--- config.mk ---
export PLATFORM = sky130hd
export DESIGN_NAME = bsr_row_ptr_fetcher_flat
export DESIGN_NICKNAME = d
export VERILOG_FILES = /design/src/rtl/bsr_row_ptr_fetcher_if.sv /design/src/rtl/bsr_row_ptr_fetcher.sv /design/src/flat_wrapper.sv
export SDC_FILE = /design/constraint.sdc
export NUM_CORES = 1
export LEC_CHECK = 0
export ABC_CLOCK_PERIOD_IN_PS = 5300
export CAP_MARGIN = 20
export CORE_ASPECT_RATIO = 2
export CORE_UTILIZATION = 50
export CTS_CLUSTER_SIZE = 30
export DETAILED_ROUTE_END_ITERATION = 7
export PLACE_DENSITY = 0.7
export REMOVE_ABC_BUFFERS = 1
export SLEW_MARGIN = 15
export SYNTH_ARGS = -nofsm -noshare
export SYNTH_HDL_FRONTEND = slang
export SYNTH_SLANG_ARGS = --single-unit
--- constraint.sdc ---
create_clock -name clk -period 5.3 [get_ports clk]
set_input_delay 1.06 -clock clk [delete_from_list [all_inputs] [get_ports clk]]
set_output_delay 1.06 -clock clk [all_outputs]
set_load 0.01 [all_outputs]
--- src/rtl/bsr_row_ptr_fetcher_if.sv ---
// Row-pointer fetcher bus: control, row_ptr BRAM read port and descriptor stream.
// master = fetcher side, slave = environment side (scheduler, BRAM, sequencer).
interface bsr_row_ptr_fetcher_if #(
   parameter int ADDR_W = 16
);
   logic              start;
   logic [15:0]       num_block_rows;
   logic              row_ptr_en;
   logic [ADDR_W-1:0] row_ptr_addr;
   logic [31:0]       row_ptr_data;
   logic              desc_valid;
   logic              desc_ready;
   logic [15:0]       desc_row;
   logic [31:0]       desc_start;
   logic [31:0]       desc_count;
   logic              desc_last;
   logic              busy;
   logic              done;
   logic              err;

   modport master (
      input  start, num_block_rows, row_ptr_data, desc_ready,
      output row_ptr_en, row_ptr_addr, desc_valid, desc_row, desc_start,
             desc_count, desc_last, busy, done, err
   );

   modport slave (
      output start, num_block_rows, row_ptr_data, desc_ready,
      input  row_ptr_en, row_ptr_addr, desc_valid, desc_row, desc_start,
             desc_count, desc_last, busy, done, err
   );
endinterface

--- src/rtl/bsr_row_ptr_fetcher.sv ---
// BSR row-pointer fetcher: walks row_ptr[0..N] once per pass and emits one
// {row, start, count, last} descriptor per block row through a small FIFO.
// Optional build macro BSR_SKIP_EMPTY_ROWS_EN: rows with count==0 are not queued.
//
// state     | meaning
// ----------+----------------------------------------------------------
// IDLE      | waiting for start
// RD_FIRST  | read row_ptr[0]
// CAP_FIRST | latch row_ptr[0] as prev_ptr
// RD_NEXT   | read row_ptr[row+1] once the FIFO has room
// CAP_NEXT  | build/push descriptor for row, advance row
// DRAIN     | wait for scheduler to empty the FIFO
// DONE      | one-cycle done pulse
module bsr_row_ptr_fetcher #(
   parameter int FIFO_DEPTH = 4,
   parameter int ADDR_W     = 16
) (
   input  logic                  clk,
   input  logic                  rst,
   bsr_row_ptr_fetcher_if.master bus
);
   localparam int PW = $clog2(FIFO_DEPTH);
   localparam logic [PW:0] DEPTH_C = (PW+1)'(FIFO_DEPTH);

   typedef enum logic [2:0] {
      IDLE, RD_FIRST, CAP_FIRST, RD_NEXT, CAP_NEXT, DRAIN, DONE
   } state_t;

   state_t            state, state_nxt;
   logic [15:0]       n_rows;
   logic [15:0]       row;
   logic [31:0]       prev_ptr;
   logic              err_q;
   logic [80:0]       mem [FIFO_DEPTH];
   logic [PW-1:0]     wr_ptr, rd_ptr;
   logic [PW:0]       count;
   logic              empty, full, push, push_ok, pop;
   logic              last_row, neg_delta;
   logic [31:0]       delta;
   logic [80:0]       push_word;
   logic              rd_en;
   logic [ADDR_W-1:0] rd_addr;

   assign empty     = (count == '0);
   assign full      = (count == DEPTH_C);
   assign pop       = !empty && bus.desc_ready;
   assign push_ok   = push && (!full || pop);
   assign last_row  = (row == n_rows - 16'd1);
   assign neg_delta = (bus.row_ptr_data < prev_ptr);
   assign delta     = neg_delta ? 32'd0 : (bus.row_ptr_data - prev_ptr);
   assign push_word = {row, prev_ptr, delta, last_row};

   // state register
   always_ff @(posedge clk) begin
      if (rst) state <= IDLE;
      else     state <= state_nxt;
   end

   // next-state, BRAM read and FIFO push decisions
   always_comb begin
      state_nxt = state;
      rd_en     = 1'b0;
      rd_addr   = '0;
      push      = 1'b0;
      case (state)
         IDLE: begin
            if (bus.start)
               state_nxt = (bus.num_block_rows == 16'd0) ? DONE : RD_FIRST;
         end
         RD_FIRST: begin
            rd_en     = 1'b1;
            state_nxt = CAP_FIRST;
         end
         CAP_FIRST: state_nxt = RD_NEXT;
         RD_NEXT: begin
            // no read is ever in flight here, so occupancy alone gates the issue
            if (count < DEPTH_C) begin
               rd_en     = 1'b1;
               rd_addr   = ADDR_W'(row) + ADDR_W'(1);
               state_nxt = CAP_NEXT;
            end
         end
         CAP_NEXT: begin
`ifdef BSR_SKIP_EMPTY_ROWS_EN
            push = (delta != 32'd0);
`else
            push = 1'b1;
`endif
            state_nxt = last_row ? DRAIN : RD_NEXT;
         end
         DRAIN: begin
            if (empty) state_nxt = DONE;
         end
         DONE:    state_nxt = IDLE;
         default: state_nxt = IDLE;
      endcase
   end

   // pass bookkeeping: row counter, previous pointer, sticky error
   always_ff @(posedge clk) begin
      if (rst) begin
         n_rows   <= '0;
         row      <= '0;
         prev_ptr <= '0;
         err_q    <= 1'b0;
      end else begin
         if (state == IDLE && bus.start) begin
            n_rows   <= bus.num_block_rows;
            row      <= '0;
            prev_ptr <= '0;
            err_q    <= 1'b0;
         end
         if (state == CAP_FIRST) prev_ptr <= bus.row_ptr_data;
         if (state == CAP_NEXT) begin
            prev_ptr <= bus.row_ptr_data;
            row      <= row + 16'd1;
            if (neg_delta) err_q <= 1'b1;
         end
      end
   end

   // FIFO pointers and occupancy; push and pop may coincide even when full
   always_ff @(posedge clk) begin
      if (rst) begin
         wr_ptr <= '0;
         rd_ptr <= '0;
         count  <= '0;
      end else begin
         if (push_ok) wr_ptr <= wr_ptr + PW'(1);
         if (pop)     rd_ptr <= rd_ptr + PW'(1);
         case ({push_ok, pop})
            2'b10:   count <= count + (PW+1)'(1);
            2'b01:   count <= count - (PW+1)'(1);
            default: count <= count;
         endcase
      end
   end

   // FIFO storage; contents are don't-care while the FIFO is empty
   always_ff @(posedge clk) begin
      if (push_ok) mem[wr_ptr] <= push_word;
   end

   assign bus.row_ptr_en   = rd_en;
   assign bus.row_ptr_addr = rd_addr;
   assign bus.desc_valid   = !empty;
   assign {bus.desc_row, bus.desc_start, bus.desc_count, bus.desc_last} = mem[rd_ptr];
   assign bus.busy         = (state != IDLE);
   assign bus.done         = (state == DONE);
   assign bus.err          = err_q;
endmodule
--- src/flat_wrapper.sv ---
// flat-port wrapper written by rule: the top's interface ports become plain ports
module bsr_row_ptr_fetcher_flat 
#(
   parameter int FIFO_DEPTH = 4,
   parameter int ADDR_W     = 16
)
  (clk, rst, bus_start, bus_num_block_rows, bus_row_ptr_data, bus_desc_ready, bus_row_ptr_en, bus_row_ptr_addr, bus_desc_valid, bus_desc_row, bus_desc_start, bus_desc_count, bus_desc_last, bus_busy, bus_done, bus_err);
  bsr_row_ptr_fetcher_if #(.ADDR_W(ADDR_W)) bus_i ();
  input  logic clk;
  input  logic rst;
  input wire logic [$bits(bus_i.start)-1:0] bus_start;
  input wire logic [$bits(bus_i.num_block_rows)-1:0] bus_num_block_rows;
  input wire logic [$bits(bus_i.row_ptr_data)-1:0] bus_row_ptr_data;
  input wire logic [$bits(bus_i.desc_ready)-1:0] bus_desc_ready;
  output wire logic [$bits(bus_i.row_ptr_en)-1:0] bus_row_ptr_en;
  output wire logic [$bits(bus_i.row_ptr_addr)-1:0] bus_row_ptr_addr;
  output wire logic [$bits(bus_i.desc_valid)-1:0] bus_desc_valid;
  output wire logic [$bits(bus_i.desc_row)-1:0] bus_desc_row;
  output wire logic [$bits(bus_i.desc_start)-1:0] bus_desc_start;
  output wire logic [$bits(bus_i.desc_count)-1:0] bus_desc_count;
  output wire logic [$bits(bus_i.desc_last)-1:0] bus_desc_last;
  output wire logic [$bits(bus_i.busy)-1:0] bus_busy;
  output wire logic [$bits(bus_i.done)-1:0] bus_done;
  output wire logic [$bits(bus_i.err)-1:0] bus_err;
  assign bus_i.start = bus_start;
  assign bus_i.num_block_rows = bus_num_block_rows;
  assign bus_i.row_ptr_data = bus_row_ptr_data;
  assign bus_i.desc_ready = bus_desc_ready;
  assign bus_row_ptr_en = bus_i.row_ptr_en;
  assign bus_row_ptr_addr = bus_i.row_ptr_addr;
  assign bus_desc_valid = bus_i.desc_valid;
  assign bus_desc_row = bus_i.desc_row;
  assign bus_desc_start = bus_i.desc_start;
  assign bus_desc_count = bus_i.desc_count;
  assign bus_desc_last = bus_i.desc_last;
  assign bus_busy = bus_i.busy;
  assign bus_done = bus_i.done;
  assign bus_err = bus_i.err;
  bsr_row_ptr_fetcher #(.FIFO_DEPTH(FIFO_DEPTH), .ADDR_W(ADDR_W)) u_core (.clk(clk), .rst(rst), .bus(bus_i));
endmodule
==> results.py <==
metrics = {
    "status": {
        "status": "completed",
    },
    "critical_path": {
        "critical_path_required_ns": 4.24,
        "worstPathArrival_ns": 3.47,
        "category_of_cells_accounting_for_the_largest_share_of_critical_path_delay": "simple AND/OR/NAND/NOR gates",
        "start_kind": "register",
        "cp_slowest_cell": "clkdlybuf4s50_1",
        "slowest_delay_ns": 0.56,
        "critical-path-top-cell-by-count": "and3_1",
        "worst_setup_path_end_kind": "output pin",
        "timing.critical_path.fanout_max": 9,
        "critical_path_class": "register to output pin",
        "crit_buf_inv": 1,
        "cp_cell_sequence": "ha_1 > and3_1 > and3_1 > and3_1 > and3_1 > nand3_1 > xor2_1 > nor2_1 > clkdlybuf4s50_1",
    },
    "clock_tree": {
        "cts.repair.resized": 0,
        "clock-sinks": 401,
        "clockRootBuffer": "clkbuf_16",
        "clkLatencyLatePin_ns": 0.53,
        "max-clock-path-buffers": 3,
        "cts.reportedPaths.clkPinSlew_ns": 0.07,
        "cts_max_level": 2,
        "cts_post_setup_buffers_inserted": 0,
        "tritoncts": "done",
        "cts_hold_buf": 0,
        "number_of_buffers_inserted_during_clock_tree_synthesis": 36,
    },
    "final_layout": {
        "finish.instance_area_sq_mm": 0.0207,
        "fill_cells": 2660,
        "n_antenna_cell": 0,
        "area_growth_syn_to_layout_pct": 19.1,
        "drive_above_1_share_pct": 12.8,
        "nNetsFinal": 1446,
    },
    "floorplan": {
        "initial_core_util_pct": 50.8,
        "design.portCount": 154,
        "rows": 96,
        "die_x_um": 134,
        "total_die_area_sq_mm": 0.0355,
        "die_y_um": 266,
        "core_region_area_sq_mm": 0.0342,
    },
    "placed_design": {
        "post_dp_cell_area_sq_mm": 0.0195,
        "numPortBuffers": 153,
        "finalWeightedCongestion": 0.911,
        "post-dp-hpwl_um": 26500,
    },
    "timing": {
        "setup_tns_ns": 0,
        "relSlewSlack_pct": 36.5,
        "final.period_utilization_pct": 85.4,
        "tightest_slew_ns": 0.943,
        "final-setup-viol-count": 0,
        "final-hold-violation-count": 0,
        "rsz0062_at_grt": "false",
        "max_clock_freq_ghz": 0.221,
        "finalWorstPathRequiredPeriod_ns": 4.53,
        "final.hold.worst_slack_ns": 0.472,
        "final_max_slew_viol_count": 0,
        "fin_worst_skew_ns": 0.0125,
    },
    "synthesis": {
        "asyncSetResetFlopFracSynth_pct": 0,
        "synthCells": 1207,
        "postSynthRegisterBits": 401,
        "syn-cell-area_sq_mm": 0.0174,
        "avgSynthCellArea_sq_um": 14.4,
        "synth-seq-area-share_pct": 64.9,
        "synth-edff-count": 324,
        "synthFlopType": "edfxtp_1",
        "yosysWarningCount": 0,
        "post_synth_main_area_contributors": "edfxtp_1 (56%), mux4_2 (10%), dfxtp_1 (8.9%)",
        "synth_area_leader_cell": "edfxtp_1",
        "synth_top_area_share_pct": 56.0,
        "ys_types": 66,
    },
    "grt": {
        "overflow": 0,
        "initial_antenna_violation_count": 1,
        "grt_start_max_net_pins": 53,
        "track_usage_pct": 22.7,
        "grt_pass1_vias": 10900,
        "global_route_wire_length_before_repair_um": 60300,
    },
    "power": {
        "finalPower_mw": 7.81,
        "power.leakage_nw": 6.67,
        "power_density_of_the_placed_cells_mw_per_mm2": 377,
        "maximum_resistive_drop_on_vdd_mv": 0.271,
    },
    "job": {
        "max-cap-violations": 0,
    },
    "detailed_routing": {
        "routedLengthMet1_um": 13400,
        "routed_wire_length_per_instance_um": 21.7,
        "met3_wl_post_dr_um": 1640,
        "detailedRoute.firstIterationViolations": 614,
        "ant_nets": 0,
        "routed-via-count": 10500,
        "detail_route.wirelength_um": 39500,
        "routed.top_layer": "met5",
        "detailedRoute.firstPassIterationCount": 5,
        "post-route-drc-count": 0,
        "detail_route.vias_per_cell": 5.78,
        "wl_met2_um": 22900,
    },
    "hold_path": {
        "hold_class": "register to register",
    },
}
[final cells by class]
type | count | area [sq um] | area share (%)
clock inverter | 21 | 243 | 1.17
tap | 441 | 552 | 2.67
multi-input combinational | 692 | 5710 | 27.6
timing repair buffer | 170 | 1730 | 8.36
inverter | 53 | 199 | 0.962
clock buffer | 43 | 978 | 4.73
sequential | 401 | 11300 | 54.5
[through the flow]
stage,setup slack (ns),util (%),instances
after CTS,0.731,60.4,1821
after global placement,0.722,56.9,1757
after floorplan,0.145,-,1146
after detailed placement,0.708,56.9,1757
after global routing,0.521,60.4,1821
final,0.771,60.4,1821
[placed cells by master (no fill, tap or decap), drive strengths merged, types with 15 or more instances in the layout]
| cell | count |
|---|---|
| edfxtp | 324 |
| clkdlybuf4s50 | 152 |
| nor2 | 144 |
| mux4 | 81 |
| dfxtp | 77 |
| nand2 | 65 |
| inv | 55 |
| a21oi | 53 |
| xnor2 | 49 |
| a22oi | 43 |
| clkbuf | 43 |
| ha | 38 |
| o21ai | 29 |
| xor2 | 21 |
| buf | 18 |
| nand3 | 16 |
| and3 | 15 |
[per-layer routing]
| layer | vias to the layer above | track usage, % |
|---|---|---|
| li1 | 4874 | - |
| met1 | 5295 | 22.8 |
| met2 | 266 | 45.2 |
| met3 | 85 | 3.53 |
| met4 | 2 | 9.24 |
| met5 | - | 0 |
[worst reg2reg max path: cells and delay by family, from the launching register on]
kind	cells	cell delay [ns]
AOI/OAI and AO/OA	7	1.97
DFF	1	0.45
adders and majority gates	1	0.36
and+or+nand+nor	1	0.31
buffers and inverters	2	0.30
[sequential cells by signal, summed over array words and instances, names as in the netlist, named ones only]
name             flops
u_core.bus.err       1
u_core.row          16
u_core.wr_ptr        2
u_core.mem         324
u_core.count         3
u_core.state         3
u_core.n_rows       16
u_core.rd_ptr        2
u_core.prev_ptr     32
[logic make-up after synthesis]
group / after synthesis / synth area share, %
flip-flops: 401 / 64.9
AND/OR/NAND/NOR: 309 / 8.28
AO/OA/AOI/OAI: 189 / 7.17
buffers and inverters: 114 / 2.51
multiplexers: 84 / 10.7
XOR/XNOR: 70 / 3.53
adder cells (fa/ha/maj): 40 / 2.97
[path summary, 6_finish.rpt]
check                                                startpoint                              to  slack (ns)  depth (start not counted)
worst max register to register  u_core.prev_ptr[8]$_SDFFE_PP0P_     u_core.mem[0][20]$_DFFE_PP_        1.70                         11
worst min-delay path             u_core.n_rows[15]$_SDFFE_PP0P_  u_core.n_rows[15]$_SDFFE_PP0P_        0.47                          2
worst min register to register   u_core.n_rows[15]$_SDFFE_PP0P_  u_core.n_rows[15]$_SDFFE_PP0P_        0.47                          2
worst max-delay path                 u_core.row[1]$_SDFFE_PP0P_            bus_row_ptr_addr[14]        0.77                          9
[report_power, final]
part	internal, mW	switching, mW
registers	3.46	0.114
clock network	1.57	1.13
logic	0.831	0.706
[cells in the mapped netlist (all sizes together), types with 29 or more instances]
cell type and instances:
nand2 65, ha 38, xnor2 49, mux4 81, a21oi 53, o21ai 29, nor2 144, dfxtp 77
edfxtp 324, a22oi 43, inv 53, clkbuf 49
(Power assumes the default switching activity.)
